## src/rtl/rr_mux4_arbiter.sv

```systemverilog
// Round-robin 4:1 arbiter/mux with per-owner burst limit; Req -> Gnt/Ack next cycle -> Out/OutValid one cycle later.
// Ack is withheld while Out holds an undrained word; a stalled owner keeps its grant and beat count.
module rr_mux4_arbiter #(
  parameter int unsigned BURST = 4
) (
  input  logic        clock,
  input  logic        resetn,
  input  logic [3:0]  Req,
  input  logic [31:0] In1,
  input  logic [31:0] In2,
  input  logic [31:0] In3,
  input  logic [31:0] In4,
  input  logic        OutReady,
  output logic [3:0]  Gnt,
  output logic [3:0]  Ack,
  output logic [1:0]  Sel,
  output logic [31:0] Out,
  output logic        OutValid
);

  typedef enum logic {ST_IDLE, ST_OWN} state_t;

  state_t      r_state;
  logic [3:0]  r_gnt;
  logic [1:0]  r_sel;
  logic [1:0]  r_ptr;
  logic [3:0]  r_cnt;
  logic [31:0] r_out;
  logic        r_vld;

  logic        w_free;
  logic [3:0]  w_ack;
  logic        w_any_ack;
  logic        w_last_beat;
  logic        w_release;
  logic [1:0]  w_win_idle;
  logic [1:0]  w_win_rel;
  logic [31:0] w_in_sel;

  // First set bit after 'last' in circular order; 'last' itself is checked last,
  // which makes a burst-expired owner the lowest-priority candidate.
  function automatic logic [1:0] f_pick(input logic [3:0] req, input logic [1:0] last);
    logic [1:0] idx;
    logic [1:0] win;
    logic       found;
    win   = last;
    found = 1'b0;
    for (int k = 1; k <= 4; k++) begin
      idx = last + 2'(k);
      if (!found && req[idx]) begin
        win   = idx;
        found = 1'b1;
      end
    end
    return win;
  endfunction

  assign w_free      = !r_vld || OutReady;
  assign w_ack       = r_gnt & Req & {4{w_free}};
  assign w_any_ack   = |w_ack;
  assign w_last_beat = (r_cnt == 4'(BURST - 1));
  assign w_release   = (r_state == ST_OWN) && (!Req[r_sel] || (w_any_ack && w_last_beat));
  assign w_win_idle  = f_pick(Req, r_ptr);
  assign w_win_rel   = f_pick(Req, r_sel);

  always_comb begin
    w_in_sel = In1;
    case (r_sel)
      2'd0: w_in_sel = In1;
      2'd1: w_in_sel = In2;
      2'd2: w_in_sel = In3;
      2'd3: w_in_sel = In4;
      default: w_in_sel = In1;
    endcase
  end

  always_ff @(posedge clock or negedge resetn) begin
    if (!resetn) begin
      r_state <= ST_IDLE;
      r_gnt   <= '0;
      r_sel   <= '0;
      r_ptr   <= 2'd3;
      r_cnt   <= '0;
      r_out   <= '0;
      r_vld   <= 1'b0;
    end else begin
      if (w_any_ack) begin
        r_out <= w_in_sel;
        r_vld <= 1'b1;
      end else if (OutReady) begin
        r_vld <= 1'b0;
      end

      case (r_state)
        ST_IDLE: begin
          if (|Req) begin
            r_state <= ST_OWN;
            r_gnt   <= 4'b0001 << w_win_idle;
            r_sel   <= w_win_idle;
            r_ptr   <= w_win_idle;
            r_cnt   <= '0;
          end
        end
        ST_OWN: begin
          if (w_release) begin
            r_cnt <= '0;
            if (|Req) begin
              r_gnt <= 4'b0001 << w_win_rel;
              r_sel <= w_win_rel;
              r_ptr <= w_win_rel;
            end else begin
              r_state <= ST_IDLE;
              r_gnt   <= '0;
            end
          end else if (w_any_ack) begin
            r_cnt <= r_cnt + 4'd1;
          end
        end
      endcase
    end
  end

  assign Gnt      = r_gnt;
  assign Ack      = w_ack;
  assign Sel      = r_sel;
  assign Out      = r_out;
  assign OutValid = r_vld;

endmodule

```

## config.mk

```make
export PLATFORM = sky130hd
export DESIGN_NAME = rr_mux4_arbiter
export DESIGN_NICKNAME = d
export VERILOG_FILES = /design/src/rtl/rr_mux4_arbiter.sv
export SDC_FILE = /design/constraint.sdc
export NUM_CORES = 1
export LEC_CHECK = 0
export CAP_MARGIN = 20
export CORE_MARGIN = 10
export CORE_UTILIZATION = 41
export DETAILED_ROUTE_END_ITERATION = 8
export GPL_ROUTABILITY_DRIVEN = 1
export PLACE_DENSITY = 0.87
export SLEW_MARGIN = 40
export SYNTH_ARGS = -nofsm -noshare
export SYNTH_HDL_FRONTEND = slang
export SYNTH_SLANG_ARGS = --single-unit
```

## constraint.sdc

```tcl
create_clock -name clock -period 4.1 [get_ports clock]
set_input_delay 0.82 -clock clock [delete_from_list [all_inputs] [get_ports clock]]
set_output_delay 0.82 -clock clock [all_outputs]
set_load 0.01 [all_outputs]
```

==> results of run 1 <==
==> power by group through the flow <==
stage | clock [uW] | sequential [uW] | combinational (uW)
after floorplan | 0 | 827 | 1180
after global routing | 435 | 814 | 2200
after detailed placement | 0 | 796 | 2000
after global placement | 0 | 785 | 1900
final | 410 | 789 | 2010
after CTS | 415 | 788 | 2020
==> cell type report <==
cell class | count | share of cell area [%]
clock buffers | 5 | 1.40
clock inverters | 3 | 1.40
inverters | 8 | 0.662
multi-input cells | 260 | 34.1
flip-flops and latches | 46 | 23.5
well taps | 99 | 2.52
repair buffers | 180 | 36.5
==> worst max-delay path by stage <==
stage	end	from	cells after the start	slack [ps]
global placement	Ack[2]	Req[2]	4	880
detailed placement	Ack[2]	Req[2]	4	810
finish	Ack[2]	Req[2]	4	780
global route	Ack[2]	Req[2]	4	680
floorplan	Gnt[0]$_DFFE_PN0P_	Req[1]	7	1750
CTS	Ack[2]	Req[2]	4	790
==> worst reg2reg max path, stage by stage (launching register included) <==
cell                      delay [ps]
sky130_fd_sc_hd__dfrtp_1         740
sky130_fd_sc_hd__inv_4           120
sky130_fd_sc_hd__ha_4            280
sky130_fd_sc_hd__nor3b_1         130
sky130_fd_sc_hd__a32oi_1         190
sky130_fd_sc_hd__o221a_2         260
sky130_fd_sc_hd__xnor2_2         120
sky130_fd_sc_hd__and3_1          210
sky130_fd_sc_hd__a211o_1         280
==> per-layer routing <==
metal | wire length (um) | track usage, % | vias up
met3 | 835 | 4.87 | 14
met5 | 0 | 0 | -
met1 | 5170 | 26.1 | 1631
li1 | - | - | 1601
met4 | 195 | 4.45 | 0
met2 | 6400 | 38.8 | 152
==> per-stage QoR <==
step | hold WS [ps] | utilization [%] | instance area, um^2 | worst slack [ps] | power [uW]
final | 486 | 68.5 | 4910 | 779 | 3210
after global routing | 522 | 68.5 | 4910 | 676 | 3450
after CTS | 492 | 68.5 | 4910 | 790 | 3220
after detailed placement | 470 | 66.6 | 4780 | 814 | 2800
after global placement | 464 | 66.2 | 4750 | 877 | 2690
after floorplan | 506 | - | 3000 | 1750 | 2010
==> sequential cells by signal (all words and copies together) (netlist names) <==
signal and count:
Gnt 4, Out 32, OutValid 1, Sel 2, r_cnt 4, r_ptr 2
r_state 1
==> placed cells by master (no fill, tap or decap), types with 2 or more instances in the layout <==
cell	netlist	routed
sky130_fd_sc_hd__a211o_1	2	2
sky130_fd_sc_hd__a21o_1	2	2
sky130_fd_sc_hd__a21oi_1	34	34
sky130_fd_sc_hd__a222oi_1	32	32
sky130_fd_sc_hd__and2b_2	2	2
sky130_fd_sc_hd__and3_2	2	2
sky130_fd_sc_hd__buf_4	1	4
sky130_fd_sc_hd__bufinv_16	0	2
sky130_fd_sc_hd__clkbuf_8	1	5
sky130_fd_sc_hd__clkdlybuf4s50_1	0	176
sky130_fd_sc_hd__dfrtp_1	44	44
sky130_fd_sc_hd__dfstp_2	2	2
sky130_fd_sc_hd__ha_1	5	3
sky130_fd_sc_hd__inv_1	7	7
sky130_fd_sc_hd__mux2_2	2	2
sky130_fd_sc_hd__mux2i_1	4	4
sky130_fd_sc_hd__mux4_2	2	2
sky130_fd_sc_hd__nand2_1	43	43
sky130_fd_sc_hd__nand2b_1	4	4
sky130_fd_sc_hd__nand3_1	2	2
sky130_fd_sc_hd__nor2_1	44	44
sky130_fd_sc_hd__nor3_1	5	5
sky130_fd_sc_hd__nor3b_1	3	3
sky130_fd_sc_hd__o21ai_0	35	35
sky130_fd_sc_hd__o21ai_1	2	2
sky130_fd_sc_hd__o221ai_1	2	2
sky130_fd_sc_hd__o31ai_1	2	2
sky130_fd_sc_hd__xor2_1	2	2
==> cells in the mapped netlist (2+ instances only) <==
cell type                  instances  area (um^2)
sky130_fd_sc_hd__ha_1              5         62.6
sky130_fd_sc_hd__inv_1             7         26.3
sky130_fd_sc_hd__buf_6             3         33.8
sky130_fd_sc_hd__nor3b_1           3         22.5
sky130_fd_sc_hd__xor2_1            2         17.5
sky130_fd_sc_hd__and3_2            2         15.0
sky130_fd_sc_hd__nand2_1          43          161
sky130_fd_sc_hd__mux4_2            2         45.0
sky130_fd_sc_hd__buf_1             2         7.51
sky130_fd_sc_hd__nor3_1            5         25.0
sky130_fd_sc_hd__nand3_1           2         10.0
sky130_fd_sc_hd__o21ai_0          35          175
sky130_fd_sc_hd__mux2_2            2         22.5
sky130_fd_sc_hd__mux2i_1           4         40.0
sky130_fd_sc_hd__nor2_1           44          165
sky130_fd_sc_hd__dfrtp_1          44         1100
sky130_fd_sc_hd__a21o_1            2         15.0
sky130_fd_sc_hd__nand2b_1          4         25.0
sky130_fd_sc_hd__o31ai_1           2         15.0
sky130_fd_sc_hd__and2b_2           2         17.5
sky130_fd_sc_hd__a21oi_1          34          170
sky130_fd_sc_hd__a222oi_1         32          320
sky130_fd_sc_hd__clkbuf_1         22         82.6
sky130_fd_sc_hd__dfstp_2           2         52.6
sky130_fd_sc_hd__a211o_1           2         17.5
sky130_fd_sc_hd__o21ai_1           2         10.0
sky130_fd_sc_hd__o221ai_1          2         17.5
==> logic make-up (layout without fill, tap and decap cells) <==
family	after synthesis	after routing	share of synthesized area, %
AO/OA/AOI/OAI	123	123	28.9
XOR/XNOR	3	3	1.12
adder cells (fa/ha/maj)	5	5	2.08
buffers and inverters	39	196	6.75
flip-flops	46	46	38.4
multiplexers	10	10	4.41
AND/OR/NAND/NOR	119	119	18.3
==> summary by stage, run 1 <==
Setup path
The signal on the critical path passes through clkdlybuf4s50_1, nand2_1, nor2_1, clkdlybuf4s50_1. The largest driver fanout on the critical path is 13. The cell class contributing the biggest share of worst-path delay is buffers and inverters.

The capture instance of the worst register-to-register path is Gnt[0]$_DFFE_PN0P_. The endpoint arrival time on the critical path is about 2500 ps. The largest incremental delay on the critical path is a little under 800 ps. The number of buffer and inverter stages on the critical path is 2. Data on the critical path is required at its endpoint by ~3300 ps. STA classifies the critical path endpoint as an output port. Among all stages on the critical path, the largest delay is contributed by sky130_fd_sc_hd__clkdlybuf4s50_1. The critical path's most frequent cell is sky130_fd_sc_hd__clkdlybuf4s50_1. The number of cells on the worst reg-to-reg path is 8. The worst setup path is of the input pin to output port kind. The startpoint type of the worst setup path is an input pin.

The worst reg2reg path startpoint is Sel[0]$_DFFE_PN0P_. For flop-to-flop paths, the worst setup slack is ~1700 ps.

Detailed routing
In the final routed layout, each cell accounts on average for between 20 and 25 um. The number of routed nets with antenna violations is 0. The routed layout has around 3400 vias.

For this run, the detailed router's first-pass iteration total came to 5. The routed design has around 13 mm of wire. The via-per-instance ratio is between 5 and 6. In this run, the number of DRC markers left after iteration 0 of detailed routing was approximately 290. For this run, design rule violations remaining after detail routing come to 0.

Hold path
In this run the most critical hold path is launched from Out[31]$_DFFE_PN0P_. The worst hold path passes through 2 cells. The end of the worst hold path is Out[31]$_DFFE_PN0P_. The class of the tightest hold or removal check is flip-flop to flip-flop.

Synthesis
The primary flip-flop cell chosen by synthesis mapping is sky130_fd_sc_hd__dfrtp_1. Yosys mapped the design onto roughly 60 distinct sky130hd cell types. The cell count after synthesis came out at ~350.

The synthesized design contains 46 register bits. The number of nets produced by synthesis is around 490. The post-synthesis sequential area ratio is between 30% and 40%.

The async set-reset flop share out of synthesis is 100%. The number of warnings reported in the yosys synthesis log is 0. In this run, synthesis inferred 0 flip-flops with an integrated enable. The mean post-synth cell area is between 8 and 9 um^2.

After synthesis the cells add up to roughly 3000 um^2.

Flow run
Across the run, the number of max-cap violations was 0.

STA
The final critical path time including I/O delays and setup is 3320 ps. Setup violations remaining at the end of the flow were counted as 0. Static timing analysis puts the maximum clock frequency at around 300 MHz.

The worst clock skew is between 9 and 10 ps. The total count of max-transition violations in the final report is 0. Setup repair after global routing left no endpoint under its margin.

The number of endpoints with negative hold slack in the final report came to 0. The actual transition at the worst max-transition pin is about 720 ps. Setup total negative slack on the finished layout was measured at 0 ps. The worst slew margin relative to its limit is 51.7%. The part of the cycle the worst path needs is 81.0%.

Clocking
The clock passes through at most 2 buffers. CTS built an H-tree with a depth of 2. The number of gates resized after cts is 0.

The later pin in the worst-skew pair is clocked with a latency of approximately 300 ps. The root buffer cell chosen for the clock tree is sky130_fd_sc_hd__clkbuf_8. Once the clock tree was built, the setup fixing pass inserted 0 buffers. The number of buffers inserted during clock tree synthesis is 5. The tree built by TritonCTS fans out to 46 sinks. Clock-pin slew was measured on the worst setup and hold paths at approximately 90 ps.

In this run, post-CTS hold repair placed 0 buffers. The TritonCTS clock tree is yes.

Place
Once placement completed, the tool counted placed cells totaling 593. The half-perimeter wire length of the detailed placement result is a little under 10 mm. The routability congestion estimate from global placement is between 0.9 and 1.

The port buffer count is between 150 and 200.

Finish
Cells with a size suffix above 1 make up 7.37% of the layout. For this run, the post-layout net count is between 600 and 700. The finished layout holds approximately 600 standard cells, fillers aside. The number of filler instances in the final layout is 562. The count of inserted antenna diode cells is 0. Compared with the post-synthesis result, the final layout area differs by 63.6%. The area of the multi-input gates is roughly 1700 um^2. The area taken by flip-flops and latches is approximately 1200 um^2.

Power and ir drop
The clock share of power is roughly an eighth. The maximum vdd ir drop is approximately 570 uV. The internal power of the cells totals between 1500 and 2000 uW. Of the total power, the share spent switching nets is 43.2%. The share of total power in sequential cells is approximately a quarter. The share of power burned in combinational logic is between 60 and 70%. Summed over all nets, the switching power comes to 1390 uW. The cell leakage power is 0.00199 uW. Power spread over the standard cell area amounts to roughly 650 nW/um^2.

Die
The floorplan has 31 rows. The die outline height is 106 um. The placeable core region is 7180 um^2.

The full die area is between 10000 and 15000 um^2. The overall die width is about 110 um. The initial utilization of the core area, before any placement, comes to between 40% and 50%.

The number of top-level design ports is around 180.

Global route
The initial antenna violation count is 0. The total global routing track utilization is between 20% and 30%. Entering global routing, the biggest net connects 69 pins. The total overflow left after global routing is 0. The global-route wire length before repair is just under 20 mm. The number of global-route vias before repair is between 3000 and 4000.

Run status
The run finished with clean final reports.
No activity file was read; power rests on OpenSTA's default activity.
==> inputs of run 2 (changes only) <==
- CORE_UTILIZATION: 41 -> 35
- PLACE_DENSITY: 0.87 -> 0.79
- clock period: 4.1 -> 2.95 ns (I/O delays scaled with it)
==> summary by stage, run 2 (synthesis gave the netlist of run 1 again) <==
Run status
The flow ran to the end, and the final reports show no timing, DRC or antenna violations.

Finish
Leaving out fill and tap cells, the most frequent cells in the layout are sky130_fd_sc_hd__clkdlybuf4s50_1 (176), sky130_fd_sc_hd__dfrtp_1 (44), sky130_fd_sc_hd__nor2_1 (44), sky130_fd_sc_hd__nand2_1 (43), sky130_fd_sc_hd__o21ai_0 (35). The flip-flop count of the largest register after layout was 32 (unchanged). The count of inserted antenna diode cells is 0 (unchanged). The total number of nets in the final design was 646 (+0.78%). The area added between synthesis and finish is 63.3%. The proportion of layout cells with a drive suffix above 1 was 7.91% (+0.53 points).

The leading cell type in the layout, fill and taps excluded is sky130_fd_sc_hd__clkdlybuf4s50_1. The final cell count without fillers is 611 (+1.7%).

Detailed routing
The total vias in the final route came to 3316 (-2.4%). The mean routed wirelength per cell is 19.5 um (-6.9%). The number of routed nets with antenna violations is 0 (unchanged). The remaining routing DRC violations is 0 (unchanged).

The via-per-instance ratio is 5.43 (-4.0%). The total detailed-routing wirelength is 11.9 mm (-5.4%). The number of detailed-route iterations in the first pass is 8 (+3).

The DRC marker count from the first detailed-route iteration is 289 (+1.0%).

Setup path
The cell class contributing the biggest share of worst-path delay is buffers and inverters. The critical path's most frequent cell is sky130_fd_sc_hd__clkdlybuf4s50_1. The largest driver fanout on the critical path was 10 (-3). The type of destination of the critical path is an output port.

The number of buffer and inverter stages on the critical path came to 2 (unchanged). The largest incremental delay on the critical path is 740 ps (-40 ps). The data required time of the worst path is 2360 ps (-920 ps). The endpoint arrival time on the critical path is 2210 ps (-290 ps). The worst setup path is of the input pin to output port kind. The signal on the critical path passes through clkdlybuf4s50_1, nand2_1, nor2_1, clkdlybuf4s50_1. The slowest stage of the critical path is the sky130_fd_sc_hd__clkdlybuf4s50_1 cell.

The worst setup path is launched from an input pin.

Die
The die outline height came to 113 um (+6.7%). The full die area is 12700 um^2 (+14%). The number of top-level design ports is 178 (unchanged).

The number of placement rows is 33 (+6.5%). The effective utilization at floorplan was 36.2% (-5.7 points). The placeable core region is 8300 um^2 (+16%).

The overall die width is 113 um (+6.7%).

Hold path
The min-delay analysis places its worst path in the category input pin to asynchronous set/reset pin.

Clocking
TritonCTS built the clock tree. The H-tree depth is 2 (unchanged). The number of gates resized after cts is 0 (unchanged). The number of buffers inserted during clock tree synthesis came to 5 (unchanged). The number of buffers inserted by post-CTS setup repair is 0 (unchanged). The clock-pin slew reported for the worst setup and hold paths after clock tree synthesis is 80 ps (about the same). The clock sink total came to 46 (unchanged). The worst-skew pair later-pin latency is 290 ps (about the same). The maximum buffer depth of the clock tree was 2 (unchanged). The number of hold-repair buffers added at the cts stage was 0 (unchanged). The cell sitting at the root of the clock tree is a sky130_fd_sc_hd__clkbuf_8.

Power and ir drop
The maximum vdd ir drop is 567 uV (-0.11%). The total power per unit cell area was 866 nW/um^2 (+32%). The cell leakage power is 0.00199 uW (about the same).

STA
The final worst-path setup slack is 154 ps (-625 ps). Counting I/O delays and the setup requirement, the final critical path takes approximately 2800 ps. The final-report setup violation count is 0 (unchanged). The final-layout setup total negative slack was 0 ps (unchanged).

The actual transition at the worst max-transition pin was 694 ps (-23.8 ps). The total count of max-transition violations in the final report is 0 (unchanged). The worst clock skew came to 12.5 ps (+3.09 ps). The worst slew margin relative to its limit came to 53.7% (+2.0 points). The number of endpoints with negative hold slack in the final report is 0 (unchanged).

The part of the cycle the worst path needs is between 90% and 100%. Setup repair after global routing left no endpoint under its margin. The highest achievable clock rate is approximately 360 MHz.

Place
The half-perimeter wire length of the detailed placement result is 9.61 mm (-0.76%). The number of cells in the design after placement is 604 (+1.9%). The worst setup timing slack at the placement stage is 85.2 ps (-729 ps). The routability congestion estimate from global placement was 0.853 (-5.3%). The port buffer count is 177 (unchanged).

Global route
The global-route wire length before repair is 18.2 mm (-7.5%). The initial antenna violation count is 0 (unchanged). The largest net degree at the start of global routing was 60 (-13%).

The global route total overflow is 0 (unchanged). The total global routing track utilization is 17.5% (-4.2 points). The number of global-route vias before repair is 3234 (-6.3%).

Flow run
The count of maximum capacitance violations is 0 (unchanged).
==> run 2: final timing paths <==
kind,start,to,slack (ps),cells after the start
setup / recovery,Req[1],Ack[1],150,4
setup reg to reg,Sel[1]$_DFFE_PN0P_,Gnt[0]$_DFFE_PN0P_,540,8
hold reg to reg,Out[10]$_DFFE_PN0P_,Out[10]$_DFFE_PN0P_,480,2
hold / removal,resetn,Out[10]$_DFFE_PN0P_,290,1
max in group asynchronous,resetn,r_ptr[1]$_DFFE_PN1P_,2090,2
min in group clock,Out[10]$_DFFE_PN0P_,Out[10]$_DFFE_PN0P_,480,2
==> run 2: through the flow <==
step	util (%)	power [uW]	area (um^2)	hold slack, ps
after CTS	59.1	4300	4900	307
final	59.1	4250	4900	293
after floorplan	-	2790	3000	294
after global placement	58.1	3850	4820	464
after global routing	59.1	4620	4900	331
after detailed placement	58.2	3920	4830	470
==> run 2: cell type report <==
| class | count | area, um^2 |
|---|---|---|
| clock buffers | 7 | 76.3 |
| well taps | 105 | 131 |
| multi-input cells | 260 | 1660 |
| repair buffers | 185 | 1850 |
| fillers | 728 | 3390 |
| flip-flops and latches | 46 | 1150 |
| inverters | 8 | 32.5 |
==> run 2: routing by layer <==
layer	global-route usage, %	up-vias	part of all wire [%]
li1	-	1615	-
met4	2.54	0	0.36
met1	21.4	1557	40
met3	5.32	2	9.1
met5	0	-	0
met2	30.0	142	50
==> run 2: power breakdown <==
group	switching, uW	internal, uW
clock network	194	164
registers	172	897
logic	1470	1350
==> inputs of run 3 (changes only) <==
- CORE_MARGIN: 10 -> 2
==> summary by stage, run 3 (synthesis gave the netlist of run 1 again) <==
STA
The worst slew margin relative to its limit came to 51.7% (-2.0 points). The number of endpoints with negative hold slack in the final report is 0 (unchanged). The total count of max-transition violations in the final report is 0 (unchanged). The actual transition at the worst max-transition pin was 718 ps (+23.5 ps).

The worst clock skew is 8.62 ps (-3.90 ps). The part of the cycle the worst path needs came to 94.5% (-0.28 points). The final-report setup violation count is 0 (unchanged). Setup repair after global routing left no endpoint under its margin. The final critical path time including I/O delays and setup is 2790 ps (-8.41 ps). The highest achievable clock rate is 359 MHz (+0.30%). The final-layout setup total negative slack is 0 ps (unchanged).

Place
The routability congestion estimate from global placement is 0.852 (-0.21%). The half-perimeter wire length of the detailed placement result is 8.34 mm (-13%). The port buffer count is 177 (unchanged).

Clocking
The TritonCTS clock tree is yes. The H-tree depth is 2 (unchanged). The number of hold-repair buffers added at the cts stage is 0 (unchanged).

The number of gates resized after cts was 0 (unchanged). The root buffer selected by CTS is sky130_fd_sc_hd__clkbuf_8. The worst-skew pair later-pin latency is 300 ps (about the same). The clock-pin slew reported for the worst setup and hold paths after clock tree synthesis is 80 ps (about the same). The number of buffers inserted during clock tree synthesis is 5 (unchanged).

The number of buffers inserted by post-CTS setup repair came to 0 (unchanged). The clock sink total was 46 (unchanged). The maximum buffer depth of the clock tree is 2 (unchanged).

Power and ir drop
The net switching power was 1850 uW (+0.42%). The total power per unit cell area is 869 nW/um^2 (+0.35%). The share of power burned in combinational logic came to 65.5% (-0.9 points).

The clock share of power is 9.3% (+0.9 points). The share of total power in sequential cells is 25.1% (about the same). The cell leakage power is 0.00201 uW (+1.1%).

The internal power of the cells is 2440 uW (+1.3%). The total power after layout is 4290 uW (+0.91%). The maximum vdd ir drop is 933 uV (+65%). The switching fraction of total power came to 43.1% (-0.21 points).

Setup path
The standard cell with the maximum stage delay on the critical path is sky130_fd_sc_hd__clkdlybuf4s50_1. The data required time of the worst path came to 2360 ps (about the same). The slack of the worst reg-to-reg path was 580 ps (+40 ps). The largest incremental delay on the critical path is 750 ps (about the same). The endpoint arrival time on the critical path came to 2200 ps (about the same). The largest driver fanout on the critical path was 10 (unchanged). Traced cell by cell, the critical path runs through clkdlybuf4s50_1, nand2_1, nor2_1, clkdlybuf4s50_1. The type of destination of the critical path is an output port. The worst reg2reg path startpoint is Sel[1]$_DFFE_PN0P_. The startpoint type of the worst setup path is an input pin. The launching element of the worst setup path is Req[1]. The critical path class is input pin to output port. The critical path's most frequent cell is sky130_fd_sc_hd__clkdlybuf4s50_1.

Finish
The area taken by flip-flops and latches is 1150 um^2 (unchanged). The total number of nets in the final design was 648 (+0.31%). The area of the multi-input gates was 1650 um^2 (-0.15%).

The final core utilization is 59.7% (+0.63 points). The flip-flop count of the largest register after layout is 32 (unchanged). The count of inserted antenna diode cells was 0 (unchanged). The area growth from synthesis to layout is 64.2%. The leading cell type in the layout, fill and taps excluded is sky130_fd_sc_hd__clkdlybuf4s50_1. The number of filler instances in the final layout came to 733 (+0.69%). In the layout the commonest cells are sky130_fd_sc_hd__clkdlybuf4s50_1 (176), sky130_fd_sc_hd__dfrtp_1 (44), sky130_fd_sc_hd__nor2_1 (44), sky130_fd_sc_hd__nand2_1 (43), sky130_fd_sc_hd__o21ai_0 (35). The proportion of layout cells with a drive suffix above 1 was 8.45% (+0.54 points).

Detailed routing
The remaining routing DRC violations is 0 (unchanged). The mean routed wirelength per cell is 17.4 um (-11%). The via-per-instance ratio is 5.48 (+0.89%). The total vias in the final route came to 3362 (+1.4%). The number of routed nets with antenna violations is 0 (unchanged).

The total detailed-routing wirelength is 10.7 mm (-10%). The DRC marker count from the first detailed-route iteration is 211 (-27%). The number of detailed-route iterations in the first pass is 7 (-1).

Hold path
In this run the worst hold path is classified as input pin to asynchronous set/reset pin.

Die
The number of placement rows is 33 (unchanged). The overall die width is 96.6 um (-14%). The placeable core region was 8260 um^2 (-0.50%).

The die outline height came to 96.6 um (-14%). The full die area is 9340 um^2 (-26%). The effective utilization at floorplan is 36.4% (+0.18 points).

The number of top-level design ports is 178 (unchanged).

Flow run
The count of maximum capacitance violations is 0 (unchanged).

Global route
The initial antenna violation count is 0 (unchanged). The largest net degree at the start of global routing is 69 (+15%). The global route total overflow is 0 (unchanged).

The number of global-route vias before repair is 3218 (-0.49%). The total global routing track utilization was 22.4% (+4.9 points). The global-route wire length before repair came to 17.1 mm (-5.9%).

Run status
The flow ran to the end, and the final reports show no timing, DRC or antenna violations.
run 3: cell count changes in the layout (fill, tap and decap cells not counted):
cell,delta
sky130_fd_sc_hd__ha_2,-1
sky130_fd_sc_hd__clkbuf_1,-1
sky130_fd_sc_hd__buf_4,+2
sky130_fd_sc_hd__clkinv_2,+1
sky130_fd_sc_hd__ha_1,+1
sky130_fd_sc_hd__clkbuf_8,+1
run 3: power by group through the flow:
stage / Sequential [uW] / Clock (uW) / Combinational, uW
2_1_floorplan: 1150 / 0 / 1640
3_3_place_gp: 1080 / 0 / 2760
3_5_place_dp: 1090 / 0 / 2830
4_1_cts: 1080 / 416 / 2840
5_1_grt: 1110 / 437 / 3110
6_report: 1080 / 400 / 2810
run 3: layer usage:
layer  track usage [%]  up-vias  share of wire, %
met5                 0        -                 0
met4              4.77        0               1.7
met3              6.07       14               7.6
met2              39.9      141                52
met1              27.0     1589                39
li1                  -     1618                 -
run 3: worst max-delay path, delay by kind of cell:
family / cells / cell delay [ps]
AND/OR/NAND/NOR: 2 / 320
buffers and inverters: 2 / 1290
run 3: final cells by class:
class / count / share of cell area (%)
Timing Repair Buffer: 187 / 37.9
Clock inverter: 1 / 0.101
Tap cell: 105 / 2.66
Inverter: 8 / 0.660
Multi-Input combinational cell: 260 / 33.5
Clock buffer: 7 / 1.75
Sequential cell: 46 / 23.4
run 3: per-stage QoR:
step | instance area, um^2 | cells | hold slack (ps) | setup WS (ps)
after global placement | 4840 | 606 | 464 | 179
after CTS | 4930 | 614 | 311 | 152
after global routing | 4930 | 614 | 332 | 56.9
final | 4930 | 614 | 287 | 163
after detailed placement | 4840 | 606 | 469 | 93.1
after floorplan | 3000 | 345 | 294 | 742
run 3: path summary, 6_finish.rpt:
kind / depth (start not counted) / endpoint
max in group asynchronous: 1 / Out[22]$_DFFE_PN0P_
min in group clock: 2 / Out[10]$_DFFE_PN0P_
worst min-delay path: 1 / Out[16]$_DFFE_PN0P_
worst max register to register: 8 / Gnt[0]$_DFFE_PN0P_
worst max-delay path: 4 / Ack[1]
worst min register to register: 2 / Out[10]$_DFFE_PN0P_
